### src/rtl/mem_access_ctrl_pkg.sv
// rtl/mem_access_ctrl_pkg.sv - shared constants and state encoding for the memory access sequencer
package mem_access_ctrl_pkg;

    localparam int DEF_DATA_W = 16;
    localparam int DEF_ADDR_W = 3;
    localparam int MEM_DEPTH  = 2 ** DEF_ADDR_W;

    localparam logic RW_READ  = 1'b1;
    localparam logic RW_WRITE = 1'b0;

    typedef enum logic [1:0] {
        ST_IDLE   = 2'd0,
        ST_ACCESS = 2'd1,
        ST_RESP   = 2'd2
    } state_t;

endpackage

### src/rtl/mem_wait_cnt.sv
// rtl/mem_wait_cnt.sv - wait-state down counter, done when the current access cycle is the last one
module mem_wait_cnt #(
    parameter int WAIT_CYC = 1
) (
    input  logic clk,
    input  logic rst_n,
    input  logic load,
    input  logic dec,
    output logic done
);

    localparam int CNT_W = (WAIT_CYC > 1) ? $clog2(WAIT_CYC) : 1;

    logic [CNT_W-1:0] cnt;

    // Load WAIT_CYC-1 when an access starts, then count down once per held cycle
    always_ff @(posedge clk or negedge rst_n) begin
        if (!rst_n) begin
            cnt <= '0;
        end else if (load) begin
            cnt <= CNT_W'(WAIT_CYC - 1);
        end else if (dec && (cnt != '0)) begin
            cnt <= cnt - CNT_W'(1);
        end
    end

    assign done = (cnt == '0);

endmodule

### src/rtl/mem_access_ctrl.sv
// rtl/mem_access_ctrl.sv - request/response sequencer driving an 8x16 memory with wait states and wrapping read bursts
module mem_access_ctrl
    import mem_access_ctrl_pkg::*;
#(
    parameter int DATA_W   = DEF_DATA_W,
    parameter int ADDR_W   = DEF_ADDR_W,
    parameter int WAIT_CYC = 1
) (
    input  logic              clk,
    input  logic              rst_n,
    input  logic              ReqValid,
    output logic              ReqReady,
    input  logic              ReqWrite,
    input  logic [ADDR_W-1:0] ReqAddr,
    input  logic [ADDR_W-1:0] ReqLen,
    input  logic [DATA_W-1:0] ReqData,
    output logic              RspValid,
    input  logic              RspReady,
    output logic [DATA_W-1:0] RspData,
    output logic [ADDR_W-1:0] RspAddr,
    output logic              RspLast,
    output logic              Busy,
    output logic              enable,
    output logic              ReadWrite,
    output logic [ADDR_W-1:0] Address,
    output logic [DATA_W-1:0] DataIn,
    input  logic [DATA_W-1:0] DataOut
);

    state_t              state, state_d;
    logic [ADDR_W-1:0]   remaining, remaining_d;
    logic                req_ready_d, rsp_valid_d, rsp_last_d, busy_d;
    logic                enable_d, read_write_d;
    logic [DATA_W-1:0]   rsp_data_d, data_in_d;
    logic [ADDR_W-1:0]   rsp_addr_d, address_d;
    logic                wait_load, wait_dec, wait_done;

    mem_wait_cnt #(
        .WAIT_CYC (WAIT_CYC)
    ) u_wait_cnt (
        .clk   (clk),
        .rst_n (rst_n),
        .load  (wait_load),
        .dec   (wait_dec),
        .done  (wait_done)
    );

    // Register every output together with the FSM state so the memory sees glitch-free controls
    always_ff @(posedge clk or negedge rst_n) begin
        if (!rst_n) begin
            state     <= ST_IDLE;
            remaining <= '0;
            ReqReady  <= 1'b0;
            RspValid  <= 1'b0;
            RspData   <= '0;
            RspAddr   <= '0;
            RspLast   <= 1'b0;
            Busy      <= 1'b0;
            enable    <= 1'b0;
            ReadWrite <= RW_READ;
            Address   <= '0;
            DataIn    <= '0;
        end else begin
            state     <= state_d;
            remaining <= remaining_d;
            ReqReady  <= req_ready_d;
            RspValid  <= rsp_valid_d;
            RspData   <= rsp_data_d;
            RspAddr   <= rsp_addr_d;
            RspLast   <= rsp_last_d;
            Busy      <= busy_d;
            enable    <= enable_d;
            ReadWrite <= read_write_d;
            Address   <= address_d;
            DataIn    <= data_in_d;
        end
    end

    // Next-state and next-output decode; Address/DataIn only move on cycles where enable is low
    always_comb begin
        state_d      = state;
        remaining_d  = remaining;
        req_ready_d  = ReqReady;
        rsp_valid_d  = RspValid;
        rsp_data_d   = RspData;
        rsp_addr_d   = RspAddr;
        rsp_last_d   = RspLast;
        enable_d     = enable;
        read_write_d = ReadWrite;
        address_d    = Address;
        data_in_d    = DataIn;
        wait_load    = 1'b0;
        wait_dec     = 1'b0;

        unique case (state)
            ST_IDLE: begin
                req_ready_d = 1'b1;
                if (ReqValid && ReqReady) begin
                    req_ready_d  = 1'b0;
                    state_d      = ST_ACCESS;
                    enable_d     = 1'b1;
                    read_write_d = ~ReqWrite;
                    address_d    = ReqAddr;
                    remaining_d  = ReqLen;
                    wait_load    = 1'b1;
                    if (ReqWrite) begin
                        data_in_d = ReqData;
                    end
                end
            end
            ST_ACCESS: begin
                if (wait_done) begin
                    enable_d = 1'b0;
                    if (ReadWrite == RW_WRITE) begin
                        state_d     = ST_IDLE;
                        req_ready_d = 1'b1;
                    end else begin
                        rsp_data_d  = DataOut;
                        rsp_addr_d  = Address;
                        rsp_valid_d = 1'b1;
                        rsp_last_d  = (remaining == '0);
                        state_d     = ST_RESP;
                    end
                end else begin
                    wait_dec = 1'b1;
                end
            end
            ST_RESP: begin
                if (RspValid && RspReady) begin
                    rsp_valid_d = 1'b0;
                    if (RspLast) begin
                        state_d     = ST_IDLE;
                        req_ready_d = 1'b1;
                    end else begin
                        address_d   = Address + ADDR_W'(1);
                        remaining_d = remaining - ADDR_W'(1);
                        enable_d    = 1'b1;
                        wait_load   = 1'b1;
                        state_d     = ST_ACCESS;
                    end
                end
            end
            default: begin
                state_d = ST_IDLE;
            end
        endcase

        busy_d = (state_d != ST_IDLE);
    end

endmodule

### config.mk
export PLATFORM = sky130hd
export DESIGN_NAME = mem_access_ctrl
export DESIGN_NICKNAME = d
export VERILOG_FILES = /design/src/rtl/mem_access_ctrl_pkg.sv /design/src/rtl/mem_wait_cnt.sv /design/src/rtl/mem_access_ctrl.sv
export SDC_FILE = /design/constraint.sdc
export NUM_CORES = 1
export LEC_CHECK = 0
export ABC_AREA = 1
export CAP_MARGIN = 10
export CORE_MARGIN = 5
export CORE_UTILIZATION = 47
export DETAILED_ROUTE_END_ITERATION = 8
export PLACE_DENSITY = 0.85
export SYNTH_ARGS = -nofsm -noshare
export SYNTH_HDL_FRONTEND = slang
export SYNTH_SLANG_ARGS = --single-unit
### constraint.sdc
create_clock -name clk -period 2.9 [get_ports clk]
set_input_delay 0.29 -clock clk [delete_from_list [all_inputs] [get_ports clk]]
set_output_delay 0.29 -clock clk [all_outputs]
set_load 0.03 [all_outputs]
# Word level (Yosys, flattened, before mapping)
# Cells that the tools add are included.
# word_totals
regBits	50
latchBits	0
mem_bits_rw	0
rom_bits	0
inputBits	43
output_inout_bits	44
elab_cells	81
n_memories	0
# classes
n_addsub	3
n_mul	0
div_mod_pow	0
magnitude_cmp	0
eq_ne	9
n_shift	0
mux	37
bitwise_logic	2
n_reduce_logical	17
# ops
cell	n
1-bit 2-to-1 mux	20
3-bit 2-to-1 mux	6
2-bit inequality test, second input constant	7
3-bit one-hot mux with 2 select lines	2
5-bit AND reduction	2
2-bit 2-to-1 mux	4
4-bit AND reduction	2
2-bit nonzero test	4
1-bit one-hot mux with 3 select lines	2
2-bit one-hot mux with 3 select lines	1
3-bit AND reduction	2
1-bit one-hot mux with 2 select lines	2
3-bit by 1-bit adder with 3-bit output, second input constant	1
1-bit logical AND	3
3-bit logical NOT	1
3-bit nonzero test	1
3-bit by 1-bit subtractor with 3-bit output, second input constant	1
2-bit by 1-bit equality test with 1-bit output, second input constant	1
2-bit equality test, second input constant	1
2-bit logical NOT	1
1-bit inverter	2
2-bit AND reduction	1
1-bit subtractor, second input constant	1

# Depth between registers and ports, before layout
# logic_depth
ltp_word	5
depth_mapped	8

# Hierarchy
# A second synthesis with hierarchy kept.
# hier_totals
hier_cells	241
area_unflattened_um2	2348.5
# modules_own_cells
module	n_inst	cells_each	area_per_inst_um2
mem_access_ctrl	1	236	2306.0
mem_wait_cnt	1	5	42.5

# Worst setup path after synthesis
# No wires, ideal clock.
# synth_path
kind	register to register
startpoint	reg state[0]
endpoint	reg DataIn[0]
arrival_time_ps	1211
setup_slack_ps	1572
stages_incl_launch_ff	7
n_path_buf	1
cell_sequence	dfrtp_1 > inv_1 > ha_1 > nand3_4 > buf_2 > nand2_1 > nand2_1
# synth_via
elab_chain_cells	2
# synth_lines
item	line_no	rtl
start: declaration	mem_access_ctrl.sv:30	state_t state, state_d;
start signal: assignment	mem_access_ctrl.sv:64	state <= state_d;
2-bit logical NOT	mem_access_ctrl.sv:95	unique case (state)
3-bit AND reduction (no source line)	-	
end signal: assignment	mem_access_ctrl.sv:75	DataIn <= data_in_d;
end: declaration	mem_access_ctrl.sv:26	output logic [DATA_W-1:0] DataIn,
# No other way between the ends.
# A chain may end at the register's enable or synchronous reset.

# Worst setup path in the final report
# layout_path
startpoint	reg ReadWrite
endpoint	out ReadWrite
# layout_rtl
item	line_no	rtl
start: declaration	mem_access_ctrl.sv:24	output logic ReadWrite,
start signal: assignment	mem_access_ctrl.sv:73	ReadWrite <= read_write_d;
# No word-level cell between the ends.

==> impl_metrics.py <==
metrics = {
    "status": {
        "status": "completed",
    },
    "clock_tree": {
        "cts_buffer_depth": 2,
        "clkSinkCount": 50,
        "post_cts_resized": 0,
        "cts_setup_buffers": 0,
        "root_buffer": "clkbuf_8",
        "cts-htree-levels": 2,
        "cts_inserted_buffers": 5,
        "cts_tree": "yes",
        "cts_hold_buf": 0,
        "clock_latency_ps": 300,
        "path_clk_slew_ps": 90,
    },
    "synth": {
        "syn-cell-area_sq_mm": 0.00225,
        "ys_ff_latch": 50,
        "yosysSeqAreaShare_pct": 55.5,
        "ys_types": 22,
        "syn_inst": 267,
        "avgSynthCellArea_sq_um": 8.44,
        "synth.net_count": 318,
        "yosysWarnings": 0,
    },
    "grt": {
        "grt_max_degree": 51,
        "grt_pass1_wl_mm": 8.58,
        "grt.total_usage_pct": 17.3,
        "grt_pass1_vias": 1879,
        "overflow": 0,
        "antenna_found_initial": 0,
    },
    "setup_path": {
        "critPathLaunch": "ReadWrite",
        "crit_type": "flip-flop to output pin",
        "cp.arrival_ps": 1570,
        "r2r_cells": 7,
        "setup.worst_path.start_class": "flip-flop",
        "path_cells": "clkdlybuf4s50_1",
        "reg2reg_setup_slack_ps": 1200,
        "r2r_start": "state[0]",
        "critPathTopFamily": "buffers and inverters",
        "cp.depth": 1,
        "cp.buffers_inverters": 1,
        "cpMaxStageDelayCell": "clkdlybuf4s50_1",
        "max_stage_delay_ps": 690,
        "cp_max_fo": 6,
        "critPathCaptureType": "output pin",
        "required_ps": 2610,
        "r2r-end": "Address[2]",
    },
    "flow_run": {
        "maxCapViolations": 0,
    },
    "finish": {
        "final_cell_mix": "nand2_1 (104), clkdlybuf4s50_1 (85), dfrtp_1 (49), inv_1 (32), o21ai_0 (28)",
        "final_area_sq_mm": 0.00327,
        "insertedDiodeCount": 0,
        "seq_area_sq_mm": 0.00125,
        "drive_gt1_share_pct": 5.88,
        "num-fill-cells": 385,
        "final_common_cell": "nand2_1",
        "multiInputGateArea_sq_um": 818,
        "syn_to_final_growth_pct": 44.8,
        "nets": 407,
    },
    "floorplan": {
        "dieHeight_microns": 79.3,
        "die_w_microns": 79.3,
        "coreArea_sq_mm": 0.00469,
        "start_util_pct": 48.1,
        "die_area_sq_mm": 0.00628,
        "io_pins": 87,
        "std_cell_rows": 25,
    },
    "detailed_routing": {
        "drtIter0Drc": 101,
        "vias": 1967,
        "wl_per_cell_microns": 12.8,
        "antenna_left": 0,
        "drt_pre_antenna_iters": 4,
        "finalWirelength_mm": 5.24,
        "vias_per_cell": 4.79,
        "drc_errors": 0,
    },
    "placement": {
        "io_buffers": 86,
        "place.gp.congestion": 0.823,
        "post-place-ws_ps": 1240,
        "dpl.hpwl_mm": 3.98,
        "postPlaceCellArea_sq_mm": 0.00314,
    },
    "timing": {
        "rsz0062_at_grt": "no",
        "worst_pin_slew_ps": 517,
        "skew_ps": 4.81,
        "min_period_ps": 1860,
        "maxSlewViolCount": 0,
        "finalWorstSetupSlack_ps": 1040,
        "setup-violations-final": 0,
        "hold_viol_final": 0,
        "timing.slew.headroom_pct": 65.5,
        "fin_setup_tns_ps": 0,
        "fmax_mhz": 537,
        "fin_crit_sh_pct": 64.2,
    },
    "power_and_ir_drop": {
        "p_leak_nw": 1.64,
        "irDropWorstVdd_v": 0.000508,
        "finalPower_mw": 3.79,
        "p_per_area_mw_per_mm2": 1160,
    },
    "min_path": {
        "hold_class": "input port to asynchronous set/reset pin",
    },
}
[cell families (layout without fill, tap and decap cells)]
logic type,Yosys count,in the layout,synth area share (%)
fa+ha+maj,8,8,4.44
simple gates,126,126,23.0
flops,50,50,55.5
compound gates,39,39,8.82
buf+inv,44,134,8.16
[metrics by stage]
stage / instances / hold slack, ps / utilization, %
after floorplan: 267 / -5.59 / -
after global routing: 411 / 411 / 69.6
after global placement: 401 / 456 / 67.0
after CTS: 409 / 227 / 69.0
final: 411 / 400 / 69.6
after detailed placement: 401 / 461 / 67.0
[routing by layer]
layer  share of wire (%)  routed length [microns]  track usage (%)
met5                   0                        0                0
met4                 2.1                      108             6.70
met3                 4.1                      217             2.61
met2                  52                     2700             30.7
met1                  42                     2220             20.9
[flip-flops by register name (all words and copies together) (netlist names), 2 cells and up]
| signal | cells |
|---|---|
| RspData | 16 |
| RspAddr | 3 |
| Address | 3 |
| remaining | 3 |
| state | 2 |
| DataIn | 16 |
[worst max path at each step]
stage / end / slack (ps)
6_report: ReadWrite / 1040
5_1_grt: ReadWrite / 990
4_1_cts: ReadWrite / 1020
3_3_place_gp: remaining[2] / 1240
2_1_floorplan: DataIn[0] / 1570
3_5_place_dp: remaining[2] / 1240
[where the power goes]
part	leakage [nW]	switching, mW	total [mW]	internal [mW]
Clock	0.0482	0.216	0.408	0.193
Combinational	0.973	1.29	2.14	0.849
Sequential	0.617	0.206	1.24	1.04
Total	1.64	1.71	3.79	2.08
[cell usage after synthesis (all sizes together)]
| cell | instances | share of area [%] |
|---|---|---|
| or2 | 1 | 0.28 |
| inv | 36 | 6.1 |
| nand3 | 11 | 3.0 |
| dfrtp | 49 | 54 |
| ha | 8 | 4.4 |
| o21ai | 34 | 7.5 |
| nand2 | 106 | 18 |
| a21oi | 5 | 1.3 |
| clkinv | 1 | 0.22 |
| nand4 | 3 | 0.83 |
| buf | 6 | 1.6 |
| dfstp | 1 | 1.2 |
| clkbuf | 1 | 0.22 |
| nor2 | 5 | 0.83 |
[cell type report]
type	instances	share of cell area (%)
clock buffer	7	2.64
clock inverter	1	0.153
inverter	37	4.37
multi-input combinational	173	25.1
sequential	50	38.4
tap	54	2.07
timing repair buffer	89	27.4
Note: power is estimated with default switching activity, not from simulation.
